**src/rtl/questionnaire_scorer.sv**
```systemverilog
// Answer entry, storage and scoring engine: keyed BCD answers are summed in binary after N_Q commits.
// Key response 3 cycles after a rising input; scoring takes N_Q cycles; no backpressure (level keys).
module questionnaire_scorer #(
   parameter int N_Q        = 8,
   parameter int QW         = 4,
   parameter int N_DIG      = 3,
   parameter int SUM_W      = 16,
   parameter int RISK_LIMIT = 500
) (
   input  logic                 ADC_CLK_10,
   input  logic                 RST_N,
   input  logic [9:0]           SW,
   input  logic                 NEXT,
   input  logic                 CLR,
   output logic [4*N_DIG-1:0]   ENTRY_BCD,
   output logic [QW-1:0]        Q_IDX,
   output logic                 BUSY,
   output logic                 DONE,
   output logic [SUM_W-1:0]     SUM,
   output logic                 RISK,
   output logic                 OVF
);

   localparam int EW = 4 * N_DIG;
   localparam int CW = $clog2(N_DIG + 1);

   typedef enum logic [1:0] {S_ENTRY, S_SCORE, S_DONE} state_t;

   state_t          state, state_nxt;
   logic [11:0]     in_s1, in_s2, in_d;
   logic [11:0]     edges;
   logic [9:0]      sw_edge;
   logic            next_ev, clr_ev, digit_ev;
   logic [3:0]      digit;
   logic [CW-1:0]   cnt;
   logic [QW-1:0]   sc_idx;
   logic [EW-1:0]   ans [N_Q];
   logic [EW-1:0]   cur_bcd;
   logic [SUM_W-1:0] sum_nxt;
   logic            last_q, last_sc;

   function automatic logic [SUM_W-1:0] bcd2bin(input logic [EW-1:0] b);
      logic [SUM_W-1:0] v;
      v = '0;
      for (int i = N_DIG - 1; i >= 0; i--)
         v = v * SUM_W'(10) + SUM_W'(b[4*i +: 4]);
      return v;
   endfunction

   // Two-flop synchroniser followed by a one-cycle rising-edge pulse
   always_ff @(posedge ADC_CLK_10 or negedge RST_N) begin
      if (!RST_N) begin
         in_s1 <= '0;
         in_s2 <= '0;
         in_d  <= '0;
      end else begin
         in_s1 <= {CLR, NEXT, SW};
         in_s2 <= in_s1;
         in_d  <= in_s2;
      end
   end

   assign edges    = in_s2 & ~in_d;
   assign sw_edge  = edges[9:0];
   assign next_ev  = edges[10];
   assign clr_ev   = edges[11];
   assign digit_ev = (sw_edge != 10'd0) && ((sw_edge & (sw_edge - 10'd1)) == 10'd0);
   assign last_q   = (Q_IDX == QW'(N_Q - 1));
   assign last_sc  = (sc_idx == QW'(N_Q - 1));

   always_comb begin
      digit   = 4'd0;
      cur_bcd = '0;
      for (int i = 0; i < 10; i++)
         if (sw_edge[i]) digit = 4'(i);
      for (int i = 0; i < N_Q; i++)
         if (sc_idx == QW'(i)) cur_bcd = ans[i];
      sum_nxt = SUM + bcd2bin(cur_bcd);
   end

   always_ff @(posedge ADC_CLK_10 or negedge RST_N) begin
      if (!RST_N) state <= S_ENTRY;
      else        state <= state_nxt;
   end

   always_comb begin
      state_nxt = state;
      case (state)
         S_ENTRY: if (!clr_ev && next_ev && cnt != '0 && last_q) state_nxt = S_SCORE;
         S_SCORE: if (last_sc) state_nxt = S_DONE;
         S_DONE:  if (clr_ev) state_nxt = S_ENTRY;
         default: state_nxt = S_ENTRY;
      endcase
   end

   assign BUSY = (state == S_SCORE);
   assign DONE = (state == S_DONE);

   always_ff @(posedge ADC_CLK_10 or negedge RST_N) begin
      if (!RST_N) begin
         ENTRY_BCD <= '0;
         cnt       <= '0;
         OVF       <= 1'b0;
         Q_IDX     <= '0;
         sc_idx    <= '0;
         SUM       <= '0;
         RISK      <= 1'b0;
         for (int i = 0; i < N_Q; i++) ans[i] <= '0;
      end else begin
         case (state)
            S_ENTRY: begin
               if (clr_ev) begin
                  ENTRY_BCD <= '0;
                  cnt       <= '0;
                  OVF       <= 1'b0;
               end else if (next_ev) begin
                  if (cnt != '0) begin
                     for (int i = 0; i < N_Q; i++)
                        if (Q_IDX == QW'(i)) ans[i] <= ENTRY_BCD;
                     ENTRY_BCD <= '0;
                     cnt       <= '0;
                     OVF       <= 1'b0;
                     if (last_q) begin
                        SUM    <= '0;
                        sc_idx <= '0;
                     end else begin
                        Q_IDX <= Q_IDX + 1'b1;
                     end
                  end
               end else if (digit_ev) begin
                  if (cnt < CW'(N_DIG)) begin
                     ENTRY_BCD <= (ENTRY_BCD << 4) | EW'(digit);
                     cnt       <= cnt + 1'b1;
                  end else begin
                     OVF <= 1'b1;
                  end
               end
            end
            S_SCORE: begin
               SUM    <= sum_nxt;
               sc_idx <= sc_idx + 1'b1;
               // Risk is registered alongside the final accumulation so it is valid on DONE entry
               if (last_sc) RISK <= (sum_nxt >= SUM_W'(RISK_LIMIT));
            end
            S_DONE: begin
               if (clr_ev) begin
                  Q_IDX     <= '0;
                  SUM       <= '0;
                  RISK      <= 1'b0;
                  ENTRY_BCD <= '0;
                  cnt       <= '0;
                  OVF       <= 1'b0;
                  for (int i = 0; i < N_Q; i++) ans[i] <= '0;
               end
            end
            default: ;
         endcase
      end
   end

endmodule

```
**config.mk**
```make
export PLATFORM = sky130hd
export DESIGN_NAME = questionnaire_scorer
export DESIGN_NICKNAME = d
export VERILOG_FILES = /design/src/rtl/questionnaire_scorer.sv
export SDC_FILE = /design/constraint.sdc
export NUM_CORES = 1
export LEC_CHECK = 0
export CAP_MARGIN = 40
export CORE_ASPECT_RATIO = 2
export CORE_MARGIN = 4
export CORE_UTILIZATION = 35
export CTS_CLUSTER_SIZE = 14
export DETAILED_ROUTE_END_ITERATION = 16
export MAX_ROUTING_LAYER = met4
export PLACE_DENSITY = 0.54
export SLEW_MARGIN = 10
export SYNTH_ARGS = -nofsm -noshare
export SYNTH_HDL_FRONTEND = slang
export SYNTH_SLANG_ARGS = --single-unit
```
**constraint.sdc**
```tcl
create_clock -name ADC_CLK_10 -period 7.2 [get_ports ADC_CLK_10]
set_clock_uncertainty 0.1 [all_clocks]
set_input_delay 1.08 -clock ADC_CLK_10 [delete_from_list [all_inputs] [get_ports ADC_CLK_10]]
set_output_delay 1.08 -clock ADC_CLK_10 [all_outputs]
set_load 0.01 [all_outputs]
```
# Yosys cells after proc, flatten, opt, wreduce, memory -nomap -nowiden
# Cells that the tools add are included.
[totals]
regBits = 174
in_bits = 14
out_inout_bits = 36
wordCells = 172
[op_classes]
add_sub_neg = 7
n_mul = 2
magnitude_cmp = 2
n_eq_ne = 35
mux = 73
bitwise = 4
n_reduce_logical = 30
[op_table]
columns = ["operator", "count"]
rows = [
  ["$mux W96", 4],
  ["$mux W12", 22],
  ["$pmux W96 S2", 1],
  ["$mux W16", 5],
  ["$mux W4", 17],
  ["$reduce_and A6 Y1", 10],
  ["$pmux W16 S3", 1],
  ["$eq A4 B3 Y1 const B", 8],
  ["$ne A2 B2 Y1 const B", 13],
  ["$pmux W12 S2", 1],
  ["$add A16 B14 Y16", 1],
  ["$eq A4 B2 Y1 const B", 4],
  ["$ge A16 B9 Y1 const B", 1],
  ["$mux W2", 8],
  ["$ne A4 B4 Y1 const B", 4],
  ["$pmux W4 S2", 2],
  ["$reduce_and A5 Y1", 3],
  ["$add A13 B4 Y14", 1],
  ["$and A12 B12 Y12", 1],
  ["$mul A9 B3 Y12 const B", 1],
  ["$not A12 Y12", 1],
  ["$or A12 B4 Y12", 1],
  ["$and A10 B10 Y10", 1],
  ["$logic_not A10 Y1", 1],
  ["other kinds (22)", 41],
]

# Logic depth before layout (Yosys ltp)
# Gate-level depths: netlist of the first run.
[logic_depth]
ltp_word = 17
mapped_depth = 34
depth_no_buf = 33

# Worst setup path after synthesis of the first run
# No wires, ideal clock.
[synth_timing]
kind = "register to register"
from = "reg sc_idx[1]"
to = "reg RISK"
setup_ps = 139
t_arrival_ps = 6379
slack_ps = 581
stages_incl_launch_ff = 34
path_buffers = 1
path_cell_list = "dfrtp_1 -> inv_1 -> ha_1 -> nor3b_1 -> buf_2 -> a22oi_1 -> nand2_1 -> o211ai_1 -> a311oi_1 -> o22a_1 -> ha_1 -> ha_1 -> inv_1 -> fa_1 -> nor3b_1 -> xor2_1 -> xnor2_1 -> ha_1 -> ha_1 -> inv_1 -> nor2_1 -> nor2_1 -> nor2b_1 -> o21a_1 -> nor2_1 -> xnor2_1 -> ha_1 -> ha_1 -> a21oi_1 -> o31ai_2 -> a21o_1 -> a41oi_2 -> xor2_1 -> a41oi_2"
[synth_between]
elab_chain_cells = 17
word_cells_on_any_way = 26
cone_classes = "add/sub (3); mul (2); order compare (1); eq/ne (8); mux (10); reduce/logical (2)"
[synth_rtl]
columns = ["item", "line", "text"]
rows = [
  ["from (decl)", "36", "logic [QW-1:0] sc_idx;"],
  ["from (signal assigned)", "141", "sc_idx <= sc_idx + 1'b1;"],
  ["$logic_not A4 Y1", "77", "if (sc_idx == QW'(i)) cur_bcd = ans[i];"],
  ["$mux W12 (8 in a row)", "77", ""],
  ["$mul A4 B3 Y7", "46", "v = v * SUM_W'(10) + SUM_W'(b[4*i +: 4]);"],
  ["$add A8 B4 Y9", "46", ""],
  ["$mul A9 B3 Y12", "46", ""],
  ["$add A13 B4 Y14", "46", ""],
  ["$add A16 B14 Y16", "78", "sum_nxt = SUM + bcd2bin(cur_bcd);"],
  ["$ge A16 B9 Y1", "143", "if (last_sc) RISK <= (sum_nxt >= SUM_W'(RISK_LIMIT));"],
  ["$mux W1", "143", ""],
  ["$pmux W1 S2", "110", "case (state)"],
  ["to (signal assigned)", "143", ""],
  ["to (decl)", "20", "output logic RISK,"],
]
# Several ways; a longest one is shown, not always the timed one. The select of a mux whose other input is x is not followed.
# A chain may end at the register's enable or synchronous reset.

# Worst setup path in the final report of the first run
[layout_timing]
from = "reg sc_idx[0]"
to = "reg RISK"
# The elaborated chain is that of the path after synthesis.

==> flow_metrics.py, run 1 <==
metrics = {
    "worst_setup_path": {
        "critical_path.max_fanout": 6,
        "cp_common_cell": "ha_1",
        "slowest_stage": "dfrtp_2",
        "path_class": "register to register",
        "worstRegToRegCells": 33,
        "cp-start-kind": "register",
        "end_kind": "register",
        "r2r_slack_ps": 400,
        "critical_path.max_stage_delay_ps": 440,
        "worstPathRequired_ps": 7410,
        "critical_path_arrival_ps": 7010,
    },
    "floorplan": {
        "row_count": 83,
        "num_io_pins": 50,
        "dieArea_um2": 28600,
        "die_height_um": 235,
        "die_w_um": 122,
        "initial_core_util_pct": 35.4,
        "core-area_um2": 25500,
    },
    "grt": {
        "antenna_found_initial": 0,
        "grt_pass1_wl_um": 36600,
        "overflow": 0,
        "groute.usage.overall_pct": 16.9,
        "grt_max_degree": 84,
        "grt_pass1_vias": 6953,
    },
    "synthesis": {
        "synth_top_cell_by_area": "dfrtp_1",
        "synth_edf_count": 0,
        "synthFlopType": "dfrtp_1",
        "mappedNetlistArea_um2": 9040,
        "async_reset_ff_share_pct": 100,
        "avgSynthCellArea_um2": 9.88,
        "synthCells": 915,
        "yosysWarnings": 0,
        "ys_ff_latch": 174,
        "synthTopCellsByArea": "dfrtp_1, ha_1, nand2_1, o21ai_0, a21oi_1",
        "synth_top_area_share_pct": 48.2,
        "seq_area_frac_synth_pct": 48.2,
        "synth_cell_types": 72,
        "syn-num-nets": 993,
    },
    "drt": {
        "drtIter0Drc": 313,
        "vias": 6659,
        "wl_per_cell_um": 17.0,
        "wl_um": 22400,
        "postRouteAntennaNets": 0,
        "drc": 0,
        "firstDrtPassIters": 6,
        "drt-vias-per-instance": 5.04,
    },
    "finish": {
        "area_growth_pct": 18.0,
        "drive_gt1_share_pct": 10.5,
        "n_antenna_cell": 0,
        "fillers": 2591,
        "nNetsFinal": 1045,
    },
    "timing": {
        "timing.final.crit_share_pct": 94.5,
        "drv_slew": 0,
        "fmax_ghz": 0.147,
        "slew_headroom_pct": 44.4,
        "fin_crit_ps": 6800,
        "worstMarginPinSlew_ps": 834,
        "final-hold-violation-count": 0,
        "setup_slack_ps": 396,
        "whs_ps": 248,
        "setup_violations": 0,
    },
    "power_and_ir_drop": {
        "intPower_mw": 2.73,
        "pwr-share-clk_pct": 18.4,
        "pwr-share-seq_pct": 25.3,
        "pwr-share-comb_pct": 56.3,
        "swShare_pct": 43.8,
        "p_leak_nw": 4.85,
        "switching_power_mw": 2.13,
        "vdd_drop_max_mv": 0.223,
        "power_density_nw_per_um2": 456,
    },
    "clocking": {
        "cts-htree-levels": 4,
        "cts_tree": "done",
        "cts_sinks": 174,
        "numCtsBuffers": 17,
        "path_clk_slew_ps": 70,
        "cts_buffer_depth": 2,
        "clockRootBuffer": "clkbuf_16",
        "clock_latency_ps": 440,
    },
    "placement": {
        "io_buffers": 49,
        "gp_congestion": 0.860,
        "pre_cts_ws_ps": 21.9,
        "hpwl_um": 17200,
    },
    "min_path": {
        "hold_path_depth": 0,
        "hold_path.class": "register to register",
    },
    "run_status": {
        "status": "complete, no violations",
    },
    "job": {
        "maxCapViolations": 0,
    },
}
-- routing by layer --
metal | routed length [um] | vias up | GRT usage (%)
met5 | 0 | - | -
met4 | 852 | 0 | 7.79
met3 | 400 | 45 | 2.26
met2 | 12700 | 94 | 31.4
met1 | 8470 | 3222 | 17.3
li1 | - | 3298 | -
-- worst max-delay path, delay by kind of cell (launching register included) --
family,cells,cell delay (ps)
flops,1,440
buf+inv,4,470
fa+ha+maj,8,2260
xor+xnor,4,780
simple gates,7,890
compound gates,10,1750
-- final cells by class --
cell class	instances	area, um2	area share (%)
clock buffer	20	457	4.28
sequential	174	4360	40.8
inverter	43	161	1.51
multi-input combinational	647	4340	40.7
tap	340	425	3.99
clock inverter	12	110	1.03
timing repair buffer	84	815	7.64
-- state kept, by name, summed over array words and instances (netlist names) --
register   count
SUM           16
ans           96
in_s2         12
ENTRY_BCD     12
Q_IDX          4
in_s1         12
sc_idx         4
RISK           1
cnt            2
OVF            1
state          2
in_d          12
-- path summary, 6_finish.rpt --
kind | start | end
max in group asynchronous | RST_N | ans[3]
worst max register to register | sc_idx[0] | RISK
min in group asynchronous | RST_N | ans[42]
worst max-delay path | sc_idx[0] | RISK
worst min-delay path | in_s1[6] | in_s2[6]
worst min register to register | in_s1[6] | in_s2[6]
-- cells in the mapped netlist (4+ instances only) --
cell type	number
nand2_1	153
a22o_1	6
o2bb2ai_1	11
dfrtp_1	174
nor2_1	35
mux2i_1	17
fa_1	7
o21ai_1	8
clkbuf_2	5
o21a_1	4
a22oi_1	23
or2_1	5
ha_1	57
a21oi_1	39
clkbuf_1	29
and2_1	5
o21ai_0	104
a21o_1	10
o211ai_1	16
nor3_1	6
buf_2	9
xnor2_1	15
and3_1	4
inv_1	42
xor2_1	9
buf_4	7
nor2b_1	11
nand2b_1	22
a311oi_1	11
o21bai_1	5
nand3_1	11
-- power by group through the flow --
stage / logic (mW) / registers (mW) / clock network, mW
CTS: 2.74 / 1.23 / 0.920
finish: 2.74 / 1.23 / 0.897
detailed placement: 2.73 / 1.25 / 0
floorplan: 1.96 / 1.23 / 0
global route: 3.09 / 1.25 / 0.963
global placement: 2.67 / 1.24 / 0
-- repair_timing --
action,CTS,global route
pin swaps,0,4
cloned,0,0
setup buffers,1,0
hold buffers,0,0
hold endpoints to repair,0,0
gates resized for setup,0,14
endpoints found under the setup margin,1,5
-- per-stage QoR --
step                      std cells  setup TNS (ps)  instance area, um2  total power [mW]  util (%)
after floorplan                 915               0                9040              3.19         -
after global placement         1284               0                9960              3.92      39.0
after detailed placement       1287               0               10000              3.98      39.2
after CTS                      1320               0               10600              4.89      41.5
after global routing           1320           -13.9               10700              5.30      41.8
final                          1320               0               10700              4.87      41.8
-- cell families after synthesis --
group                    share of synthesized area (%)
XOR/XNOR                                          2.33
AO/OA/AOI/OAI                                     19.2
flip-flops                                        48.2
buffers and inverters                             4.47
multiplexers                                      2.01
adder cells (fa/ha/maj)                           9.57
AND/OR/NAND/NOR                                   14.2
-- layout by cell type (no fill, tap or decap), types with 3 or more instances in the layout --
cell type	Yosys	final
o2bb2ai_1	11	11
and3_1	4	4
clkdlybuf4s50_1	0	48
o22ai_1	3	3
nand2_1	153	153
xor2_1	9	9
inv_1	42	42
or2_1	5	5
nor2_1	35	35
a22oi_1	23	23
a22o_1	6	6
mux2i_1	17	17
nor3_1	6	6
dfrtp_1	174	173
o21ai_0	104	104
o22a_1	3	3
fa_1	7	7
o21bai_1	5	5
nand2b_1	22	22
clkbuf_16	0	17
o211ai_1	16	16
ha_1	57	54
a311oi_1	11	10
nor2b_1	11	11
a21o_1	10	10
buf_4	7	31
clkinvlp_4	0	4
xnor2_1	15	15
o21ai_1	8	7
a21oi_1	39	37
inv_6	0	3
and2_1	5	3
clkinv_2	0	3
o21a_1	4	4
nand3_1	11	11
No activity file was read; power rests on OpenSTA's default activity.
==> run 2: changes to the inputs <==
Settings changed: CTS_CLUSTER_DIAMETER set to 50.
==> results of run 2 <==
Final layout, timing and power as in run 1 (identical DEF).
==> run 3: changes to the inputs <==
Settings changed: CTS_CLUSTER_DIAMETER 50 to not set.
==> results of run 3 <==
Final layout, timing and power as in run 1 (identical DEF).
